===== config.mk =====
export PLATFORM = sky130hd
export DESIGN_NAME = axi_lat_profiler
export DESIGN_NICKNAME = d
export VERILOG_FILES = /design/src/rtl/axi_lat_pkg.sv /design/src/rtl/lat_id_table.sv /design/src/rtl/axi_lat_profiler.sv
export SDC_FILE = /design/constraint.sdc
export NUM_CORES = 2
export LEC_CHECK = 0
export CAP_MARGIN = 20
export CORE_MARGIN = 2
export CORE_UTILIZATION = 32
export CTS_CLUSTER_SIZE = 28
export DETAILED_ROUTE_END_ITERATION = 7
export PLACE_DENSITY_LB_ADDON = 0.2
export SETUP_SLACK_MARGIN = 0.02
export SYNTH_ARGS = -nofsm -noshare
export SYNTH_HDL_FRONTEND = slang
export SYNTH_SLANG_ARGS = --single-unit

===== constraint.sdc =====
create_clock -name clk -period 9 [get_ports clk]
set_clock_uncertainty 0.1 [all_clocks]
set_input_delay 1.8 -clock clk [delete_from_list [all_inputs] [get_ports clk]]
set_output_delay 1.8 -clock clk [all_outputs]
set_load 0.01 [all_outputs]

===== src/rtl/axi_lat_pkg.sv =====
// Shared types for the AXI latency profiler: run mode, window state and default log slot width.
package axi_lat_pkg;

   typedef enum logic [1:0] {
      MODE_IDLE = 2'd0,
      MODE_RD   = 2'd1,
      MODE_WR   = 2'd2,
      MODE_RSVD = 2'd3
   } mode_e;

   typedef enum logic [1:0] {
      ST_IDLE = 2'd0,
      ST_CNT  = 2'd1,
      ST_DONE = 2'd2
   } state_e;

   localparam int DEF_LOG_ID_W = 4;

endpackage


===== src/rtl/lat_id_table.sv =====
// Per-ID request timestamp table: one allocate port, one retire port with a combinational lookup.
module lat_id_table
   import axi_lat_pkg::*;
#(
   parameter int  NUM_IDS = 16,
   parameter int  CNT_W   = 64,
   localparam int IDX_W   = (NUM_IDS > 1) ? $clog2(NUM_IDS) : 1
)(
   input  logic             clk,
   input  logic             reset_n,
   input  logic             clear,
   input  logic [CNT_W-1:0] i_now,
   input  logic             i_alloc,
   input  logic [IDX_W-1:0] i_alloc_idx,
   input  logic             i_retire,
   input  logic [IDX_W-1:0] i_retire_idx,
   output logic             o_retire_hit,
   output logic [CNT_W-1:0] o_retire_stamp,
   output logic             o_dup,
   output logic             o_orphan
);

   logic [NUM_IDS-1:0] r_valid;
   logic [CNT_W-1:0]   r_stamp [NUM_IDS];
   logic               w_same_idx;

   // A retire on the same index frees the entry first, so the new request is not a duplicate
   assign w_same_idx     = i_retire && i_alloc && (i_retire_idx == i_alloc_idx);
   assign o_retire_hit   = i_retire && r_valid[i_retire_idx];
   assign o_retire_stamp = r_stamp[i_retire_idx];
   assign o_orphan       = i_retire && !r_valid[i_retire_idx];
   assign o_dup          = i_alloc && r_valid[i_alloc_idx] && !w_same_idx;

   always_ff @(posedge clk) begin
      if (!reset_n || clear) begin
         r_valid <= '0;
      end else begin
         if (o_retire_hit) r_valid[i_retire_idx] <= 1'b0;
         if (i_alloc)      r_valid[i_alloc_idx]  <= 1'b1;
      end
   end

   always_ff @(posedge clk) begin
      if (i_alloc) r_stamp[i_alloc_idx] <= i_now;
   end

endmodule


===== src/rtl/axi_lat_profiler.sv =====
// Passive AXI latency profiler: taps the read or write channel set of one master port and
// accumulates window timing, per-request latency statistics, ID logs and protocol error flags.
module axi_lat_profiler
   import axi_lat_pkg::*;
#(
   parameter int ID_W      = 12,
   parameter int NUM_IDS   = 16,
   parameter int LOG_DEPTH = 16,
   parameter int LOG_ID_W  = DEF_LOG_ID_W,
   parameter int CNT_W     = 64
)(
   input  logic                          clk,
   input  logic                          reset_n,
   input  logic                          clear,
   input  logic [1:0]                    mode,
   input  logic [CNT_W-1:0]              num_request,
   input  logic                          arvalid,
   input  logic                          arready,
   input  logic                          awvalid,
   input  logic                          awready,
   input  logic [ID_W-1:0]               arid,
   input  logic [ID_W-1:0]               awid,
   input  logic                          rvalid,
   input  logic                          rready,
   input  logic                          rlast,
   input  logic [ID_W-1:0]               rid,
   input  logic                          wvalid,
   input  logic                          wready,
   input  logic                          bvalid,
   input  logic                          bready,
   input  logic [ID_W-1:0]               bid,
   output logic                          busy,
   output logic                          done,
   output logic [CNT_W-1:0]              total_cycles,
   output logic [CNT_W-1:0]              first_resp_cycles,
   output logic [CNT_W-1:0]              lat_min,
   output logic [CNT_W-1:0]              lat_max,
   output logic [CNT_W-1:0]              lat_sum,
   output logic [CNT_W-1:0]              req_cnt,
   output logic [CNT_W-1:0]              resp_cnt,
   output logic [CNT_W-1:0]              beat_cnt,
   output logic [LOG_DEPTH*LOG_ID_W-1:0] req_id_log,
   output logic [LOG_DEPTH*LOG_ID_W-1:0] resp_id_log,
   output logic                          err_orphan,
   output logic                          err_dup
);

   localparam int IDX_W = (NUM_IDS > 1) ? $clog2(NUM_IDS) : 1;

   mode_e                        w_mode;
   logic                         w_rd, w_wr, w_active;
   logic                         w_req, w_resp, w_beat;
   logic [ID_W-1:0]              w_req_id, w_resp_id;
   logic [CNT_W-1:0]             w_target, w_lat, w_stamp;
   logic                         w_hit, w_dup, w_orphan;
   logic                         w_unused_id;

   state_e                       r_state;
   logic                         r_busy, r_done;
   logic [CNT_W-1:0]             r_now, r_total, r_first;
   logic [CNT_W-1:0]             r_lat_min, r_lat_max, r_lat_sum;
   logic [CNT_W-1:0]             r_req_cnt, r_resp_cnt, r_beat_cnt;
   logic [LOG_DEPTH*LOG_ID_W-1:0] r_req_log, r_resp_log;
   logic                         r_err_orphan, r_err_dup;

   // Everything is frozen once the window has closed or when no channel set is selected
   assign w_mode    = mode_e'(mode);
   assign w_rd      = (w_mode == MODE_RD);
   assign w_wr      = (w_mode == MODE_WR);
   assign w_active  = (w_rd || w_wr) && (r_state != ST_DONE);
   assign w_req     = w_active && (w_rd ? (arvalid && arready) : (awvalid && awready));
   assign w_resp    = w_active && (w_rd ? (rvalid && rready && rlast) : (bvalid && bready));
   assign w_beat    = w_active && (w_rd ? (rvalid && rready) : (wvalid && wready));
   assign w_req_id  = w_rd ? arid : awid;
   assign w_resp_id = w_rd ? rid : bid;
   assign w_target  = (num_request == '0) ? CNT_W'(1) : num_request;
   assign w_lat     = r_now - w_stamp;
   assign w_unused_id = ^{w_req_id, w_resp_id};

   lat_id_table #(
      .NUM_IDS (NUM_IDS),
      .CNT_W   (CNT_W)
   ) u_table (
      .clk            (clk),
      .reset_n        (reset_n),
      .clear          (clear),
      .i_now          (r_now),
      .i_alloc        (w_req),
      .i_alloc_idx    (w_req_id[IDX_W-1:0]),
      .i_retire       (w_resp),
      .i_retire_idx   (w_resp_id[IDX_W-1:0]),
      .o_retire_hit   (w_hit),
      .o_retire_stamp (w_stamp),
      .o_dup          (w_dup),
      .o_orphan       (w_orphan)
   );

   always_ff @(posedge clk) begin
      if (!reset_n || clear) r_now <= '0;
      else                   r_now <= r_now + CNT_W'(1);
   end

   // Window FSM: total/first-response timers run only while counting
   always_ff @(posedge clk) begin
      if (!reset_n || clear) begin
         r_state <= ST_IDLE;
         r_busy  <= 1'b0;
         r_done  <= 1'b0;
         r_total <= '0;
         r_first <= '0;
      end else begin
         case (r_state)
            ST_IDLE: begin
               if (w_req) begin
                  r_state <= ST_CNT;
                  r_busy  <= 1'b1;
                  r_total <= '0;
                  r_first <= '0;
               end
            end
            ST_CNT: begin
               r_total <= r_total + CNT_W'(1);
               if (r_resp_cnt == '0) r_first <= r_first + CNT_W'(1);
               if (w_resp && ((r_resp_cnt + CNT_W'(1)) >= w_target)) begin
                  r_state <= ST_DONE;
                  r_busy  <= 1'b0;
                  r_done  <= 1'b1;
               end
            end
            ST_DONE: r_state <= ST_DONE;
            default: begin
               r_state <= ST_IDLE;
               r_busy  <= 1'b0;
               r_done  <= 1'b0;
            end
         endcase
      end
   end

   // Counters, latency statistics, ID logs and sticky error flags
   always_ff @(posedge clk) begin
      if (!reset_n || clear) begin
         r_req_cnt    <= '0;
         r_resp_cnt   <= '0;
         r_beat_cnt   <= '0;
         r_lat_min    <= '1;
         r_lat_max    <= '0;
         r_lat_sum    <= '0;
         r_req_log    <= '0;
         r_resp_log   <= '0;
         r_err_orphan <= 1'b0;
         r_err_dup    <= 1'b0;
      end else begin
         if (w_req)  r_req_cnt  <= r_req_cnt + CNT_W'(1);
         if (w_resp) r_resp_cnt <= r_resp_cnt + CNT_W'(1);
         if (w_beat) r_beat_cnt <= r_beat_cnt + CNT_W'(1);
         if (w_hit) begin
            r_lat_sum <= r_lat_sum + w_lat;
            if (w_lat < r_lat_min) r_lat_min <= w_lat;
            if (w_lat > r_lat_max) r_lat_max <= w_lat;
         end
         for (int k = 0; k < LOG_DEPTH; k++) begin
            if (w_req && (r_req_cnt == CNT_W'(k)))
               r_req_log[k*LOG_ID_W +: LOG_ID_W] <= w_req_id[LOG_ID_W-1:0];
            if (w_resp && (r_resp_cnt == CNT_W'(k)))
               r_resp_log[k*LOG_ID_W +: LOG_ID_W] <= w_resp_id[LOG_ID_W-1:0];
         end
         r_err_orphan <= r_err_orphan | w_orphan;
         r_err_dup    <= r_err_dup | w_dup;
      end
   end

   assign busy              = r_busy;
   assign done              = r_done;
   assign total_cycles      = r_total;
   assign first_resp_cycles = r_first;
   assign lat_min           = r_lat_min;
   assign lat_max           = r_lat_max;
   assign lat_sum           = r_lat_sum;
   assign req_cnt           = r_req_cnt;
   assign resp_cnt          = r_resp_cnt;
   assign beat_cnt          = r_beat_cnt;
   assign req_id_log        = r_req_log;
   assign resp_id_log       = r_resp_log;
   assign err_orphan        = r_err_orphan;
   assign err_dup           = r_err_dup;

endmodule


Word-level counts from Yosys, hierarchy flattened
Memories as Yosys holds them, arrays and structs flattened.
Index checks and enable logic that the tools add are counted.
- bits in writable memories: 1024
- output and inout port bits: 644
- bits in read-only memories: 0
- memories kept: 1
- input port bits: 128
- register bits after elaboration: 726
- bits in latches: 0
- divide/modulo/power cells: 0
- shift-type cells: 0
- $lt $le $gt $ge: 7
- add/sub/neg operators: 8
- mux-type cells: 31
- bitwise gates (word level): 7
- reduce and logical (&&, ||, !) cells: 69
- $mul: 0
- equality and inequality tests: 39
- memory list (memory ; words ; bits a word ; rd ports ; clocked after Yosys merged registers in ; wr ports ; RTL line ; source):
    u_table.r_stamp ; 16 ; 64 ; 1 ; 0 ; 1 ; lat_id_table.sv:24 ; logic [CNT_W-1:0] r_stamp [NUM_IDS];
- operator list (cell ; count):
    equality test 64 x 4 -> 1 bit, second input constant ; 16
    equality test 64 x 3 -> 1 bit, second input constant ; 8
    adder 64 x 1 -> 64 bit, second input constant ; 6
    equality test 64 x 2 -> 1 bit, second input constant ; 4
    case mux 64 bit (2 select lines) ; 2
    logical NOT 64 bit ; 3
    two-way mux 64 bit ; 3
    equality test 64 x 1 -> 1 bit, second input constant ; 2
    adder 64 bit ; 1
    >= comparator 64 bit ; 1
    greater-than comparator 64 bit ; 1
    < comparator 64 bit ; 1
    subtractor 64 bit ; 1
    logical AND 1 bit ; 51
    two-way mux 16 bit ; 3
    bitwise AND 16 bit ; 1
    inverter 16 bit ; 1
    OR 16 bit ; 1
    two-way mux 1 bit ; 12
    < comparator 4 x 5 -> 1 bit, second input constant ; 2
    AND reduction 2 bit ; 5
    binary-select mux 1 bit (select 4 bit) ; 2
    demux 1 bit (select 4 bit) ; 2
    >= comparator 4 x 1 -> 1 bit, second input constant ; 2
    18 further kinds ; 30

Longest topological paths before layout
- depth in word-level cells: 12
- depth in mapped cells: 39

Hierarchy
A second synthesis with hierarchy kept.
- cell total of the unflattened synthesis: 6653
- area, all modules: 80918.9 um2
- by module, submodules not included (module ; area each (um2) ; instances ; seq. area each (um2) ; cells an instance):
    axi_lat_profiler ; 41429.7 ; 1 ; 14213.6 ; 5103
    lat_id_table ; 39489.1 ; 1 ; 31069.8 ; 1550

Worst setup path before layout
No wires, ideal clock.
- path kind: in2reg
- start: input mode[1]
- end: register r_lat_max[16], in the netlist lat_max[16]
- slack: -325 ps
- library setup time: 128 ps
- arrival: 9097 ps
- path buffers: 7
- stages: 37
- cells stage by stage: inv_1 ha_1 mux2_2 buf_4 buf_1 clkbuf_1 buf_1 mux4_2 nand2_1 nand3_1 nand2_1 ha_1 buf_4 a21oi_2 o211ai_2 a211oi_1 or3_1 a21o_1 a2111o_1 a2111o_1 a211o_1 and3_4 nor2_1 ha_1 nand4_1 nor4_1 nand3_1 nand3b_1 nor3_1 a211oi_1 o211a_1 a31oi_1 buf_2 buf_2 nor2_1 a21oi_1 nor2_1
- word-level cells in the longest chain between the ends: 6
- RTL lines (what ; RTL line ; source):
    start, declared ; axi_lat_profiler.sv:15 ; input logic [1:0] mode,
    equality test 2 x 1 -> 1 bit ; axi_lat_profiler.sv:68 ; assign w_rd = (w_mode == MODE_RD);
    two-way mux 4 bit ; axi_lat_profiler.sv:75 ; assign w_resp_id = w_rd ? rid : bid;
    memory read (16 x 64 bit) ; -- ;
    subtractor 64 bit ; axi_lat_profiler.sv:77 ; assign w_lat = r_now - w_stamp;
    named net w_lat[57] ; axi_lat_profiler.sv:54 ; logic [CNT_W-1:0] w_target, w_lat, w_stamp;
    greater-than comparator 64 bit ; axi_lat_profiler.sv:160 ; if (w_lat > r_lat_max) r_lat_max <= w_lat;
    AND reduction 2 bit (no source line) ; -- ;
    end signal, assigned ; axi_lat_profiler.sv:160 ;
    end, declared ; axi_lat_profiler.sv:61 ; logic [CNT_W-1:0] r_lat_min, r_lat_max, r_lat_sum;
The timed path passes the listed nets, and every way through them passes these cells. The select of a mux whose other input is x is not followed.
A chain may end at the register's enable or synchronous reset.

Worst setup path in the final report
- start: input rid[0]
- end: register r_lat_max[58], in the netlist lat_max[58]
- word-level cells in the longest chain between the ends: 5
- RTL lines (what ; RTL line ; source):
    start, declared ; axi_lat_profiler.sv:26 ; input logic [ID_W-1:0] rid,
    two-way mux 4 bit ; axi_lat_profiler.sv:75 ;
    memory read (16 x 64 bit) ; -- ;
    subtractor 64 bit ; axi_lat_profiler.sv:77 ;
    named net w_lat[51] ; axi_lat_profiler.sv:54 ;
    greater-than comparator 64 bit ; axi_lat_profiler.sv:160 ;
    AND reduction 2 bit (no source line) ; -- ;
The timed path passes the listed nets, and every way through them passes these cells. The select of a mux whose other input is x is not followed.

==> reports/metrics.csv <==
stage;metric;value;unit
grt;grt total ovfl;0;
detailed_routing;drc violations;0;
setup_path;CP startpoint kind;input port;
logic_synthesis;share of Yosys cell area claimed by the top area cell type;37.9;%
place;gpl congestion;0.911;
cells_and_area;area delta synth->final;29.9;%
detailed_routing;met3 wire len;15900;um
clocking;CTS clock-pin slew for the worst setup and hold paths;0.06;ns
place;Placement Cell Area;0.0978;sq mm
logic_synthesis;post-synthesis cell type count;85;
setup_path;Crit Path Class;in2reg;
setup_path;worst reg2reg path startpoint;u_table.r_stamp[15][4];
sta;min cycle time layout;8.75;ns
detailed_routing;final WL;298000;um
sta;Final period util;97.2;%
floorplan;die area;0.258;sq mm
clocking;Num CTS Buffers;193;
hold_path;worst hold stages;2;
detailed_routing;routed length per instance;24.6;um
logic_synthesis;Synth Register Bits;1750;
detailed_routing;Met2 Wirelength;145000;um
hold_path;hold path startpoint;lat_sum[41];
logic_synthesis;Syn Nets;7713;
logic_synthesis;EDFF count, synth;1024;
floorplan;Die X;508;um
logic_synthesis;synthesized cell area;0.0812;sq mm
setup_path;Critical Path AT;9.44;ns
logic_synthesis;Post-Synthesis Cells;7250;
logic_synthesis;Synth area leaders;edfxtp_1, dfxtp_1, mux4_2;
sta;Max Freq;0.114;GHz
logic_synthesis;post-synthesis sequential area ratio;55.8;%
power;total chip power;0.0184;W
power;Pwr per Cell Area;174;mW/mm^2
place;DP Cell Count;11737;
detailed_routing;DR top layer;met4;
detailed_routing;Via density;5.15;
cells_and_area;final std cells w/o fill;12141;
status;status;finished clean;
setup_path;CP required;9.70;ns
flow_run;Max Cap Viol;0;
power;worst vdd ir;174;uV
cells_and_area;fin util;41.8;%
setup_path;R2R depth;33;
hold_path;Worst Hold End;lat_sum[41];
cells_and_area;share of cells above drive strength 1;16.7;%
hold_path;Min-Delay Path Class;reg2reg;
sta;setup repair after global routing missed its margin;no;
sta;max_slew headroom;23.6;%
clocking;Clock Latency Late Sink;0.89;ns
detailed_routing;vias;62522;
setup_path;reg2reg end;lat_max[58];
detailed_routing;1st-pass router iterations;6;
sta;max-slew violations;0;
cells_and_area;post-route design area;0.105;sq mm
power;Pleak;38.4;nW
logic_synthesis;synth warn;0;
floorplan;io pins;772;
place;HPWL Detailed;211000;um
detailed_routing;Final ANT Viol Nets;0;
logic_synthesis;Synth area leader;edfxtp_1;
cells_and_area;final net count;9086;
detailed_routing;wl on met1;123000;um
grt;vias in the first global route;60436;
sta;Final Hold Vio Count;0;
sta;# setup viols final;0;
grt;largest net degree at the start of global routing;175;
setup_path;Crit Path Max Fanout;8;
logic_synthesis;top_reg_cell synth;edfxtp_1;
clocking;Root Driver;clkbuf_16;
clocking;CTS tree;built;
setup_path;CP peak stage delay;0.53;ns
floorplan;row count;184;
setup_path;most frequent CP cell;buf_4;
floorplan;core area;0.252;sq mm
grt;gr usage total;22.3;%
clocking;H-Tree Depth;4;
place;Port Buffers;739;
clocking;CTS Buffer Depth;3;
clocking;hold_buf cts;0;
setup_path;Worst setup EP type;register;
clocking;number of clock sinks;1750;
detailed_routing;drt first-iter violations;5208;
floorplan;Starting Density;32.2;%
grt;first-pass GRT wire length;423000;um
logic_synthesis;Post-synth ARST share;0;%
grt;antenna violations before repair;12;
setup_path;worst-path cell with the longest stage delay;or4_4;
logic_synthesis;mean post-synth cell area;11.2;sq um
setup_path;reg2reg setup slack;2.01;ns
sta;worst-margin pin slew;1.14;ns
floorplan;Die H;508;um
## registers in the layout (all words and copies together) (netlist names), 16 cells and up
signal / count
beat_cnt: 64
req_id_log: 64
resp_cnt: 64
resp_id_log: 64
first_resp_cycles: 64
total_cycles: 64
req_cnt: 64
u_table.r_stamp: 1024
lat_max: 64
r_now: 64
u_table.r_valid: 16
lat_min: 64
lat_sum: 64
## cells by family after synthesis
kind of cell | Yosys count | synth area share (%)
simple gates | 2658 | 14.8
flops | 1750 | 55.8
compound gates | 1129 | 8.57
buf+inv | 616 | 2.93
xor+xnor | 481 | 5.19
fa+ha+maj | 335 | 5.18
mux | 281 | 7.49
## metrics by stage
step | TNS (ns) | worst slack, ns | hold slack, ns
finish | 0 | 0.253 | 0.374
global route | 0 | 0.0377 | 0.399
CTS | 0 | 0.0320 | 0.377
detailed placement | -164.32 | -1.48 | 0.363
global placement | -156.74 | -1.37 | 0.354
floorplan | 0 | 0.0232 | 0.364
## synth_stat cells (all sizes together), types with 7 or more instances
cell type / n
nand3b: 8
and3: 86
o21ai: 200
a21oi: 459
or2: 12
a211o: 11
dfxtp: 726
a21o: 132
a31oi: 26
nand2: 853
edfxtp: 1024
o211ai: 74
nor4: 62
nor3b: 7
o21a: 29
o31ai: 11
xor2: 289
mux2i: 11
o21bai: 38
nor3: 84
mux2: 10
or4: 10
nand3: 338
mux4: 260
clkbuf: 230
ha: 333
a211oi: 74
o22ai: 7
nor2: 856
nor2b: 18
a311o: 7
and2: 38
xnor2: 192
inv: 289
nand4: 146
or3: 88
and4: 29
nand2b: 14
buf: 97
## per-layer routing
layer | vias up | track usage (%)
li1 | 29091 | -
met1 | 31229 | 28.0
met2 | 1765 | 37.6
met3 | 437 | 3.41
met4 | 0 | 10.2
met5 | - | 0
## worst max-delay path, delay by kind of cell
kind                     cells  cell delay (ns)
buffers and inverters       10             1.81
multiplexers                 2             0.81
adder cells (fa/ha/maj)      2             0.46
AO/OA/AOI/OAI               11             2.09
AND/OR/NAND/NOR             12             2.43
## where the power goes
| group | internal, W | switching (W) | total [W] |
|---|---|---|---|
| registers | 0.00842 | 0.0000160 | 0.00844 |
| logic | 0.000898 | 0.00116 | 0.00206 |
| clock network | 0.00443 | 0.00342 | 0.00786 |
| total | 0.0138 | 0.00460 | 0.0184 |
## worst max path at each step
stage	start	end	slack, ns	cells after the start
5_1_grt	rid[0]	lat_max[58]	0.04	39
2_1_floorplan	mode[1]	lat_max[16]	0.02	37
6_report	rid[0]	lat_max[58]	0.25	37
3_5_place_dp	mode[0]	lat_max[58]	-1.48	36
4_1_cts	mode[0]	lat_max[51]	0.03	39
3_3_place_gp	mode[0]	lat_max[58]	-1.37	36
## repair_timing
action	4_1_cts	5_1_grt
resized for setup	31	105
setup endpoints to repair	103	132
cloned	6	11
pin swaps	8	45
hold endpoints to repair	0	0
buffers inserted	3	19
## layout make-up
type	count	area, sq um
Antenna cell	6	15.0
Clock buffer	282	5490
Clock inverter	77	837
Fill cell	23936	146000
Inverter	289	1120
Multi-Input combinational cell	4884	34200
Sequential cell	1750	45300
Tap cell	3348	4190
Timing Repair Buffer	1505	14300
## cell usage in the layout, fill, tap and decap left out, types with 50 or more instances in the layout
cell type        synthesis  routed
edfxtp_1              1024    1024
nor2_1                 852     851
nand2_1                852     834
clkdlybuf4s50_1          0     736
dfxtp_1                726     726
buf_4                    5     677
a21oi_1                454     449
nand3_1                337     330
ha_1                   333     318
xor2_1                 289     289
inv_1                  289     271
mux4_2                 260     260
clkbuf_16                0     205
o21ai_0                199     192
xnor2_1                192     190
nand4_1                145     145
a21o_1                 132     132
or3_1                   88      88
and3_1                  85      85
nor3_1                  79      76
o211ai_1                73      73
a211oi_1                72      67
nor4_1                  61      58
clkbuf_1               230      58
buf_12                   0      50
Note: power is estimated with default switching activity, not from simulation.
